[src/rtl/ibex_rf_wb_queue.sv]
// ibex_rf_wb_queue
// ----------------
// Writeback-side initiator for the SRAM-backed register file. Writebacks from
// the WB stage are buffered in a small FIFO. A three-state drain FSM
// (IDLE/ISSUE/HOLD) writes them to the register file one at a time. While the
// register file stalls, the next write is held back. Data that is pending and
// not yet written is forwarded to the two ID-stage read ports, so ID never
// reads a stale SRAM value.
//
// Optional feature: define IBEX_RF_WB_COALESCE_EN to merge a write into a
// pending FIFO entry for the same register. This also allows such a write to
// be accepted while the queue is full.
//
// Ports:
//   clk_i, rst_i           clock, asynchronous active-high reset
//   wb_valid_i/wb_ready_o  writeback handshake
//   wb_waddr_i/wb_wdata_i  writeback destination register and data
//   rf_we_o/rf_waddr_o/rf_wdata_o  registered register-file write port
//   rf_stall_i             register-file stall pulse
//   raddr_a_i/raddr_b_i    ID read addresses
//   fwd_hit_*_o/fwd_data_*_o  forwarding result per read port
//   count_o/empty_o/full_o FIFO occupancy
//   drop_o                 one-cycle pulse when an accepted write is discarded
module ibex_rf_wb_queue #(
    parameter int DataWidth = 32,
    parameter int Depth     = 4,
    parameter bit RV32E     = 1'b0
) (
    input  logic                   clk_i,
    input  logic                   rst_i,
    input  logic                   wb_valid_i,
    output logic                   wb_ready_o,
    input  logic [4:0]             wb_waddr_i,
    input  logic [DataWidth-1:0]   wb_wdata_i,
    output logic                   rf_we_o,
    output logic [4:0]             rf_waddr_o,
    output logic [DataWidth-1:0]   rf_wdata_o,
    input  logic                   rf_stall_i,
    input  logic [4:0]             raddr_a_i,
    input  logic [4:0]             raddr_b_i,
    output logic                   fwd_hit_a_o,
    output logic [DataWidth-1:0]   fwd_data_a_o,
    output logic                   fwd_hit_b_o,
    output logic [DataWidth-1:0]   fwd_data_b_o,
    output logic [$clog2(Depth):0] count_o,
    output logic                   empty_o,
    output logic                   full_o,
    output logic                   drop_o
);

    localparam int PtrW = $clog2(Depth);
    localparam int CntW = PtrW + 1;

    typedef enum logic [1:0] {
        IDLE  = 2'd0,
        ISSUE = 2'd1,
        HOLD  = 2'd2
    } state_e;

    typedef struct packed {
        logic                 hit;
        logic [DataWidth-1:0] data;
    } fwd_t;

    state_e               state_q, state_d;
    logic [PtrW-1:0]      rd_ptr_q, wr_ptr_q;
    logic [CntW-1:0]      count_q, count_d;
    logic [4:0]           addr_mem [Depth];
    logic [DataWidth-1:0] data_mem [Depth];

    logic                 rf_we_q;
    logic [4:0]           rf_waddr_q;
    logic [DataWidth-1:0] rf_wdata_q;
    logic                 drop_q;

    logic                 full, pop, push, accept, illegal;
    logic                 coal_hit;
    logic [PtrW-1:0]      coal_idx;
    fwd_t                 fwd_a, fwd_b;

    assign full    = (count_q == CntW'(Depth));
    assign illegal = (wb_waddr_i == 5'd0) || (RV32E && wb_waddr_i[4]);
    assign accept  = wb_valid_i && wb_ready_o;
    assign push    = accept && !illegal && !coal_hit;

    // Drain FSM: a pop always coincides with entering ISSUE.
    always_comb begin
        state_d = state_q;
        pop     = 1'b0;
        case (state_q)
            IDLE: begin
                if (count_q != '0) begin
                    state_d = ISSUE;
                    pop     = 1'b1;
                end
            end
            ISSUE: state_d = HOLD;
            HOLD: begin
                if (!rf_stall_i) begin
                    if (count_q != '0) begin
                        state_d = ISSUE;
                        pop     = 1'b1;
                    end else begin
                        state_d = IDLE;
                    end
                end
            end
            default: state_d = IDLE;
        endcase
    end

`ifdef IBEX_RF_WB_COALESCE_EN
    // The head is excluded when it is popped on this edge. Merging into it
    // would lose the new data, because it is already on its way to rf_*.
    always_comb begin
        logic [PtrW-1:0] idx;
        coal_hit = 1'b0;
        coal_idx = '0;
        idx      = '0;
        for (int i = 0; i < Depth; i++) begin
            idx = rd_ptr_q + PtrW'(i);
            if (CntW'(i) < count_q && !(i == 0 && pop) &&
                addr_mem[idx] == wb_waddr_i) begin
                coal_hit = 1'b1;
                coal_idx = idx;
            end
        end
    end
    assign wb_ready_o = !full || coal_hit;
`else
    assign coal_hit   = 1'b0;
    assign coal_idx   = '0;
    assign wb_ready_o = !full;
`endif

    always_comb begin
        count_d = count_q;
        if (push && !pop) begin
            count_d = count_q + CntW'(1);
        end else if (!push && pop) begin
            count_d = count_q - CntW'(1);
        end
    end

    // Control and output registers
    always_ff @(posedge clk_i or posedge rst_i) begin
        if (rst_i) begin
            state_q    <= IDLE;
            rd_ptr_q   <= '0;
            wr_ptr_q   <= '0;
            count_q    <= '0;
            rf_we_q    <= 1'b0;
            rf_waddr_q <= '0;
            rf_wdata_q <= '0;
            drop_q     <= 1'b0;
        end else begin
            state_q <= state_d;
            count_q <= count_d;
            rf_we_q <= pop;
            drop_q  <= accept && illegal;
            if (push) begin
                wr_ptr_q <= wr_ptr_q + PtrW'(1);
            end
            if (pop) begin
                rd_ptr_q   <= rd_ptr_q + PtrW'(1);
                rf_waddr_q <= addr_mem[rd_ptr_q];
                rf_wdata_q <= data_mem[rd_ptr_q];
            end
        end
    end

    // FIFO storage; only entries inside [rd_ptr, rd_ptr+count) are ever read
    always_ff @(posedge clk_i) begin
        if (push) begin
            addr_mem[wr_ptr_q] <= wb_waddr_i;
            data_mem[wr_ptr_q] <= wb_wdata_i;
        end else if (accept && !illegal && coal_hit) begin
            data_mem[coal_idx] <= wb_wdata_i;
        end
    end

    // Candidates are scanned from oldest (the in-flight ISSUE write) to
    // youngest (the FIFO tail). A later match overrides an earlier one.
    function automatic fwd_t fwd_lookup(input logic [4:0] raddr);
        fwd_t            r;
        logic [PtrW-1:0] idx;
        r.hit  = 1'b0;
        r.data = '0;
        idx    = '0;
        if (raddr != 5'd0) begin
            if (state_q == ISSUE && rf_waddr_q == raddr) begin
                r.hit  = 1'b1;
                r.data = rf_wdata_q;
            end
            for (int i = 0; i < Depth; i++) begin
                idx = rd_ptr_q + PtrW'(i);
                if (CntW'(i) < count_q && addr_mem[idx] == raddr) begin
                    r.hit  = 1'b1;
                    r.data = data_mem[idx];
                end
            end
        end
        return r;
    endfunction

    always_comb fwd_a = fwd_lookup(raddr_a_i);
    always_comb fwd_b = fwd_lookup(raddr_b_i);

    assign fwd_hit_a_o  = fwd_a.hit;
    assign fwd_data_a_o = fwd_a.data;
    assign fwd_hit_b_o  = fwd_b.hit;
    assign fwd_data_b_o = fwd_b.data;

    assign rf_we_o    = rf_we_q;
    assign rf_waddr_o = rf_waddr_q;
    assign rf_wdata_o = rf_wdata_q;
    assign count_o    = count_q;
    assign empty_o    = (count_q == '0);
    assign full_o     = full;
    assign drop_o     = drop_q;

endmodule
[config.mk]
export PLATFORM = sky130hd
export DESIGN_NAME = ibex_rf_wb_queue
export DESIGN_NICKNAME = d
export VERILOG_FILES = /design/src/rtl/ibex_rf_wb_queue.sv
export SDC_FILE = /design/constraint.sdc
export NUM_CORES = 1
export LEC_CHECK = 0
export BUFFER_PORTS_ARGS = -buffer_cell sky130_fd_sc_hd__buf_2
export CAP_MARGIN = 0
export CELL_PAD_IN_SITES_DETAIL_PLACEMENT = 1
export CELL_PAD_IN_SITES_GLOBAL_PLACEMENT = 2
export CORE_ASPECT_RATIO = 1.75
export CORE_MARGIN = 4
export CORE_UTILIZATION = 42
export CTS_BUF_LIST = sky130_fd_sc_hd__clkbuf_16
export CTS_CLUSTER_SIZE = 30
export DETAILED_ROUTE_END_ITERATION = 10
export GPL_TIMING_DRIVEN = 1
export PLACE_DENSITY_LB_ADDON = 0.1
export REMOVE_ABC_BUFFERS = 1
export SLEW_MARGIN = 30
export SYNTH_ARGS = -nofsm -noshare
export SYNTH_HDL_FRONTEND = slang
export SYNTH_SLANG_ARGS = --single-unit
[constraint.sdc]
create_clock -name clk_i -period 3.09 [get_ports clk_i]
set_input_delay 0 -clock clk_i [delete_from_list [all_inputs] [get_ports clk_i]]
set_output_delay 0 -clock clk_i [all_outputs]
set_load 0.005 [all_outputs]
== Yosys cells after proc, flatten, opt, wreduce, memory -nomap -nowiden ==
Memories as Yosys holds them, arrays and structs flattened.
Index checks and enable logic that the tools add are counted.

* Add/sub/neg operators: 6
* Magnitude comparators: 4
* Equal/unequal tests: 15
* Muxes and demuxes: 23
* Reduce and logical (&&, ||, !) cells: 27

{| class="wikitable"
|+ Operator list
! kind !! number
|-
| $mux 33 || 12
|-
| $eq 5x5->1 || 10
|-
| $logic_and 1x1->1 || 15
|-
| $reduce_bool 5->1 || 2
|-
| $lt 1x3->1 const A || 2
|-
| $lt 2x3->1 const A || 2
|-
| $mux 3 || 2
|-
| $pmux 2 s3 || 1
|-
| $logic_not 5->1 || 1
|-
| $mux 1 || 5
|-
| $add 2x1->2 const B || 2
|-
| $add 2x2->2 const B || 2
|-
| $logic_not 1->1 || 4
|-
| $mux 2 || 2
|-
| $ne 2x2->1 const B || 2
|-
| $add 3x1->3 const B || 1
|-
| $eq 3x3->1 const B || 1
|-
| $logic_not 3->1 || 1
|-
| $reduce_bool 3->1 || 1
|-
| $sub 3x1->3 const B || 1
|-
| $eq 2x1->1 const B || 1
|-
| $eq 2x2->1 const B || 1
|-
| $logic_not 2->1 || 1
|-
| $pmux 1 s2 || 1
|-
| other kinds (2) || 2
|}

* Memories kept: 2
* Word-level logic and storage cells: 85
* Memory bits (writable): 148
* Register bits after elaboration: 48
* Bits of input ports: 51
* Output and inout port bits: 111

{| class="wikitable"
|+ Memory list
! memory !! words !! width !! read ports !! clocked after Yosys merged registers in !! write ports !! RTL line !! source
|-
| data_mem || 4 || 32 || 4 || 0 || 1 || 69 || <nowiki>logic [DataWidth-1:0] data_mem [Depth];</nowiki>
|-
| addr_mem || 4 || 5 || 4 || 0 || 1 || 68 || <nowiki>logic [4:0] addr_mem [Depth];</nowiki>
|}

== Longest topological paths before layout ==
* Depth after elaboration: 8
* Gate-level depth with buffers: 10
* Mapped depth without buffers: 9

== Worst setup path after synthesis ==
Ideal clock, no wire load.

* Kind: reg-to-reg
* Start point: register count_q[0] (netlist: count_o[0])
* End point: memory addr_mem[0][0], enable pin
* Period minus slack after synthesis: 2.553 ns
* Data required time: 2.692 ns
* Setup time: 0.398 ns
* Data arrival time: 2.156 ns
* Setup slack: 0.537 ns
* Stages on the path, launching flop included: 7
* Path through: dfrtp_1 > inv_1 > ha_1 > nand2_1 > nand2_1 > nor2_1 > and2_1

* Word-level cells in the longest chain between the ends: 6

{| class="wikitable"
|+ Ends and longest elaborated chain
! element !! RTL line !! source
|-
| from (decl) || 67 || <nowiki>logic [CntW-1:0] count_q, count_d;</nowiki>
|-
| from (signal assigned) || 158 || <nowiki>count_q <= count_d;</nowiki>
|-
| $eq 3x3->1 || 81 || <nowiki>assign full = (count_q == CntW'(Depth));</nowiki>
|-
| $logic_not 1->1 || 133 || <nowiki>assign wb_ready_o = !full;</nowiki>
|-
| named net wb_ready_o || 32 || <nowiki>output logic wb_ready_o,</nowiki>
|-
| $logic_and 1x1->1 || 83 || <nowiki>assign accept = wb_valid_i && wb_ready_o;</nowiki>
|-
| $logic_and 1x1->1 || - ||
|-
| named net push || 76 || <nowiki>logic full, pop, push, accept, illegal;</nowiki>
|-
| $mux 1 || 174 || <nowiki>if (push) begin</nowiki>
|-
| $mux 1 (not written as such) || 175 || <nowiki>addr_mem[wr_ptr_q] <= wb_waddr_i;</nowiki>
|-
| to (decl) || 68 ||
|}

The timed path passes the listed nets, and every way through them passes these cells.

== Worst setup path after layout ==
* Start point: register rd_ptr_q[0]
* End point: output fwd_data_a_o[0]

* Word-level cells in the longest chain between the ends: 8

{| class="wikitable"
|+ Ends and longest elaborated chain
! element !! RTL line !! source
|-
| from (decl) || 66 || <nowiki>logic [PtrW-1:0] rd_ptr_q, wr_ptr_q;</nowiki>
|-
| from (signal assigned) || 165 || <nowiki>rd_ptr_q <= rd_ptr_q + PtrW'(1);</nowiki>
|-
| $add 2x1->2 / $mem_v2 4x5 (equally long branches) || - ||
|-
| $mem_v2 4x5 / $eq 5x5->1 (equally long branches) || - ||
|-
| $eq 5x5->1 / $logic_and 1x1->1 (equally long branches) || 197 || <nowiki>if (CntW'(i) < count_q && addr_mem[idx] == raddr) begin</nowiki>
|-
| $logic_and 1x1->1 / $mux 33 (equally long branches) || 197 ||
|-
| $mux 33 (2 in series) || 197 ||
|-
| $mux 33 * || 197 ||
|-
| $mux 33 * || 190 || <nowiki>if (raddr != 5'd0) begin</nowiki>
|-
| to (decl) || 42 || <nowiki>output logic [DataWidth-1:0] fwd_data_a_o,</nowiki>
|}

Mark *: on every way between the ends. The rest lies on a longest branch, timed or not.

==> results by group <==
Status
  • Outcome: finished with violations
  • Failing checks: negative setup slack

Worst setup path
  • Critical R2R Launch: rd_ptr_q[1]$_DFFE_PP0P_
  • Critical path data arrival time: 3.36 ns
  • Crit path required time: 3.09 ns
  • Type of the worst setup path: reg -> out
  • Worst setup EP type: output port
  • CP Launch Type: flop
  • CP max FO: 6
  • Worst setup startpoint: rd_ptr_q[0]$_DFFE_PP0P_

Global route
  • Gr usage total: 31.52%
  • Pin count of the biggest net entering global routing: 65
  • Vias in the first global route: 11935
  • Congestion Overflow GR: 0
  • Initial antenna violation count: 0
  • First-pass GRT wire length: 79780 um

Synthesis
  • Synth Cell Area: 13180 um2
  • Top-count cell post-synth: edfxtp_1
  • Post-synth ARST share: 24.49%
  • Largest family of logic cells by synthesized area: multiplexers
  • Top_reg_cell synth: edfxtp_1
  • Netlist cell types: 52
  • Main area contributors after synthesis: edfxtp_1 34%, mux4_2 25%, dfrtp_1 9.1%
  • Seq cells post-synth: 196
  • EDFF count, synth: 148
  • Post-synth top area share: 33.73%
  • Synth Area per Inst: 14.67 um2
  • Synthesized-area fraction occupied by xor and xnor cells: 3.846%
  • Seq/Total Area, Yosys: 42.85%
  • Syn Inst Count: 898
  • Compound-gate portion of the synthesized area: 13.48%
  • Synth warn: 0
  • Largest area contributor in the netlist: edfxtp_1
  • Synth Area in Simple Gates: 5.651%
  • Mux cell area share after synthesis: 28.91%
  • Post-synth top cells: 148 x edfxtp_1, 144 x mux4_2, 64 x a32oi_1, 64 x o31ai_1, 54 x clkbuf_1
  • Post-synthesis adder-cell area fraction: 0.8547%

Placement
  • Detailed placement HPWL: 29660 um
  • PortBufs: 161
  • Worst slack, placed: 0.07263 ns
  • Area after DPL: 14820 um2
  • RePlAce Congestion: 0.8080

Timing
  • Max Clock Freq: 297.7 MHz
  • Hold_ws: 0.1692 ns
  • Skew final: 0.01078 ns
  • Worst setup margin: -0.2693 ns
  • Count of final setup violators: 63
  • Max transition margin: 46.35%
  • Final hold vios: 0
  • Fin. max-slew vios: 0
  • RSZ-0062 raised after global routing: true
  • Fin crit period: 3.359 ns
  • Final Cycle Share: 108.7%
  • Slew @ Worst Pin: 0.8048 ns
  • Setup Total Neg Slack: -8.928 ns

Min path
  • Hold WC Path Type: in -> async

Clocking
  • H-tree Lvls: 4
  • Worst skew pair latency: 0.46 ns
  • Number of clock sinks: 196
  • Total CTS buffers: 17
  • Clk slew on worst S/H paths: 0.08 ns
  • CTS Root Cell: clkbuf_16
  • TritonCTS clock tree: yes
  • Clock Path Buffers: 2

Power
  • Leakage: 6.718 nW
  • Worst VDD drop: 0.0006242 V
  • P per Cell Area: 978.4 nW/um2

Route
  • Vias per inst: 7.150
  • DRT antenna net count: 0
  • Vias: 11397
  • DRC viols: 0
  • Drt wl/cell: 36.37 um
  • Routed wire length: 57980 um
  • DR pass1 iterations: 5
  • Iteration-0 DRC Markers: 1201

Finish
  • Sequential Area: 5653 um2
  • Design Area, Final: 18860 um2
  • Final nets: 1250
  • Share of cells above drive strength 1: 62.43%
  • Multi-input gate area: 8394 um2
  • Diodes inserted: 0
  • Syn-to-layout area delta: 43.18%
  • Layout filler cell count: 2802

Floorplan
  • Die area: 34380 um2
  • Core area: 30840 um2
  • Die width: 141.9 um
  • Row Count: 85
  • Total I/O pin count: 162
  • Initial core utilization: 42.72%
  • Vert. Die Dim: 242.3 um

Run
  • Max_cap viols: 0
## path summary, 6_finish.rpt
kind                                               to  slack [ns]  cells after the start
min reg2reg                    state_q[1]$_DFFE_PP0P_        0.47                      1
max in group asynchronous     rd_ptr_q[0]$_DFFE_PP0P_        2.12                      4
min                        rf_wdata_o[12]$_DFFE_PP0P_        0.17                      3
max                                   fwd_data_a_o[0]       -0.27                     10
min in group clk_i           data_mem[0][5]$_DFFE_PP_        0.29                      2
max reg2reg                rf_wdata_o[17]$_DFFE_PP0P_        0.65                      5
## what timing repair did
| item | in CTS | in global routing |
|---|---|---|
| hold endpoints to repair | 169 | 0 |
| setup endpoints to repair | 66 | 66 |
| resized for setup | 191 | 92 |
| hold buffers | 41 | 0 |
| pin swaps | 44 | 43 |
| gates cloned | 19 | 8 |
| buffers inserted | 64 | 17 |
## per-stage QoR
stage | utilization (%) | power (mW) | cells
5_1_grt | 61.16 | 19.19 | 1594
3_5_place_dp | 48.06 | 13.37 | 1419
2_1_floorplan | - | 9.479 | 792
4_1_cts | 58.14 | 17.35 | 1572
3_3_place_gp | 48.06 | 13.20 | 1419
6_report | 61.16 | 18.46 | 1594
## per-layer routing
layer | track usage, % | wire [um]
met2 | 54.32 | 29500
met4 | 17.40 | 4603
met3 | 5.293 | 4984
met5 | 0 | 0
met1 | 36.94 | 18890
## registers in the layout, indices dropped and copies added, names as in the netlist
signal      cells
state_q         2
rf_waddr_o      5
wr_ptr_q        2
count_o         3
drop_o          1
rf_wdata_o     32
data_mem      128
rf_we_o         1
rd_ptr_q        2
addr_mem       20
## worst max-delay path, cell delays in order (launching register included)
cell and delay, ns:
dfrtp_4 0.50, buf_12 0.14, mux4_2 0.56, xnor2_1 0.20, nand4_1 0.22, nor3b_4 0.34, buf_12 0.19, buf_12 0.17
a221oi_2 0.06, o31ai_2 0.33, buf_2 0.19
## where the power goes
part | leakage (nW) | switching (mW) | internal (mW) | total, mW
combinational | 4.51 | 6.06 | 5.55 | 11.6
clock | 0.290 | 1.11 | 1.28 | 2.39
sequential | 1.92 | 0.829 | 3.62 | 4.45
total | 6.72 | 8.00 | 10.5 | 18.5
## layout by cell type, fill, tap and decap left out, drive strengths merged, types with 2 or more instances in the layout
cell         netlist  layout
buf               52     330
edfxtp           148     148
mux4             147     147
o31ai             64      64
a221oi            64      64
a32oi             64      64
dfrtp             48      48
xnor2             44      44
dlygate4sd3        0      41
mux2              37      37
nor3              36      36
nor3b             33      33
clkbuf            54      23
inv               10      15
xor2              13      13
nand2             13      13
nor2              13      13
ha                 9       9
nand4              7       7
mux2i              7       7
o21ba              3       5
and2               4       4
nor2b              4       4
o21ai              4       4
clkinv             0       4
or4                3       3
bufinv             0       3
clkinvlp           0       3
nor4               3       3
nand3              3       3
or2                2       2
## cells by family after synthesis
kind of cell	count (synthesis)
mux	191
simple gates	124
buf+inv	116
compound gates	205
xor+xnor	57
flops	196
fa+ha+maj	9
## layout make-up
class                           count  share of cell area [%]
Clock inverter                     15                  0.9617
Inverter                           10                  0.1990
Clock buffer                       17                   2.255
Multi-Input combinational cell    588                   44.50
Tap cell                          391                   2.593
Timing Repair Buffer              377                   19.53
Sequential cell                   196                   29.97
(Power assumes the default switching activity.)
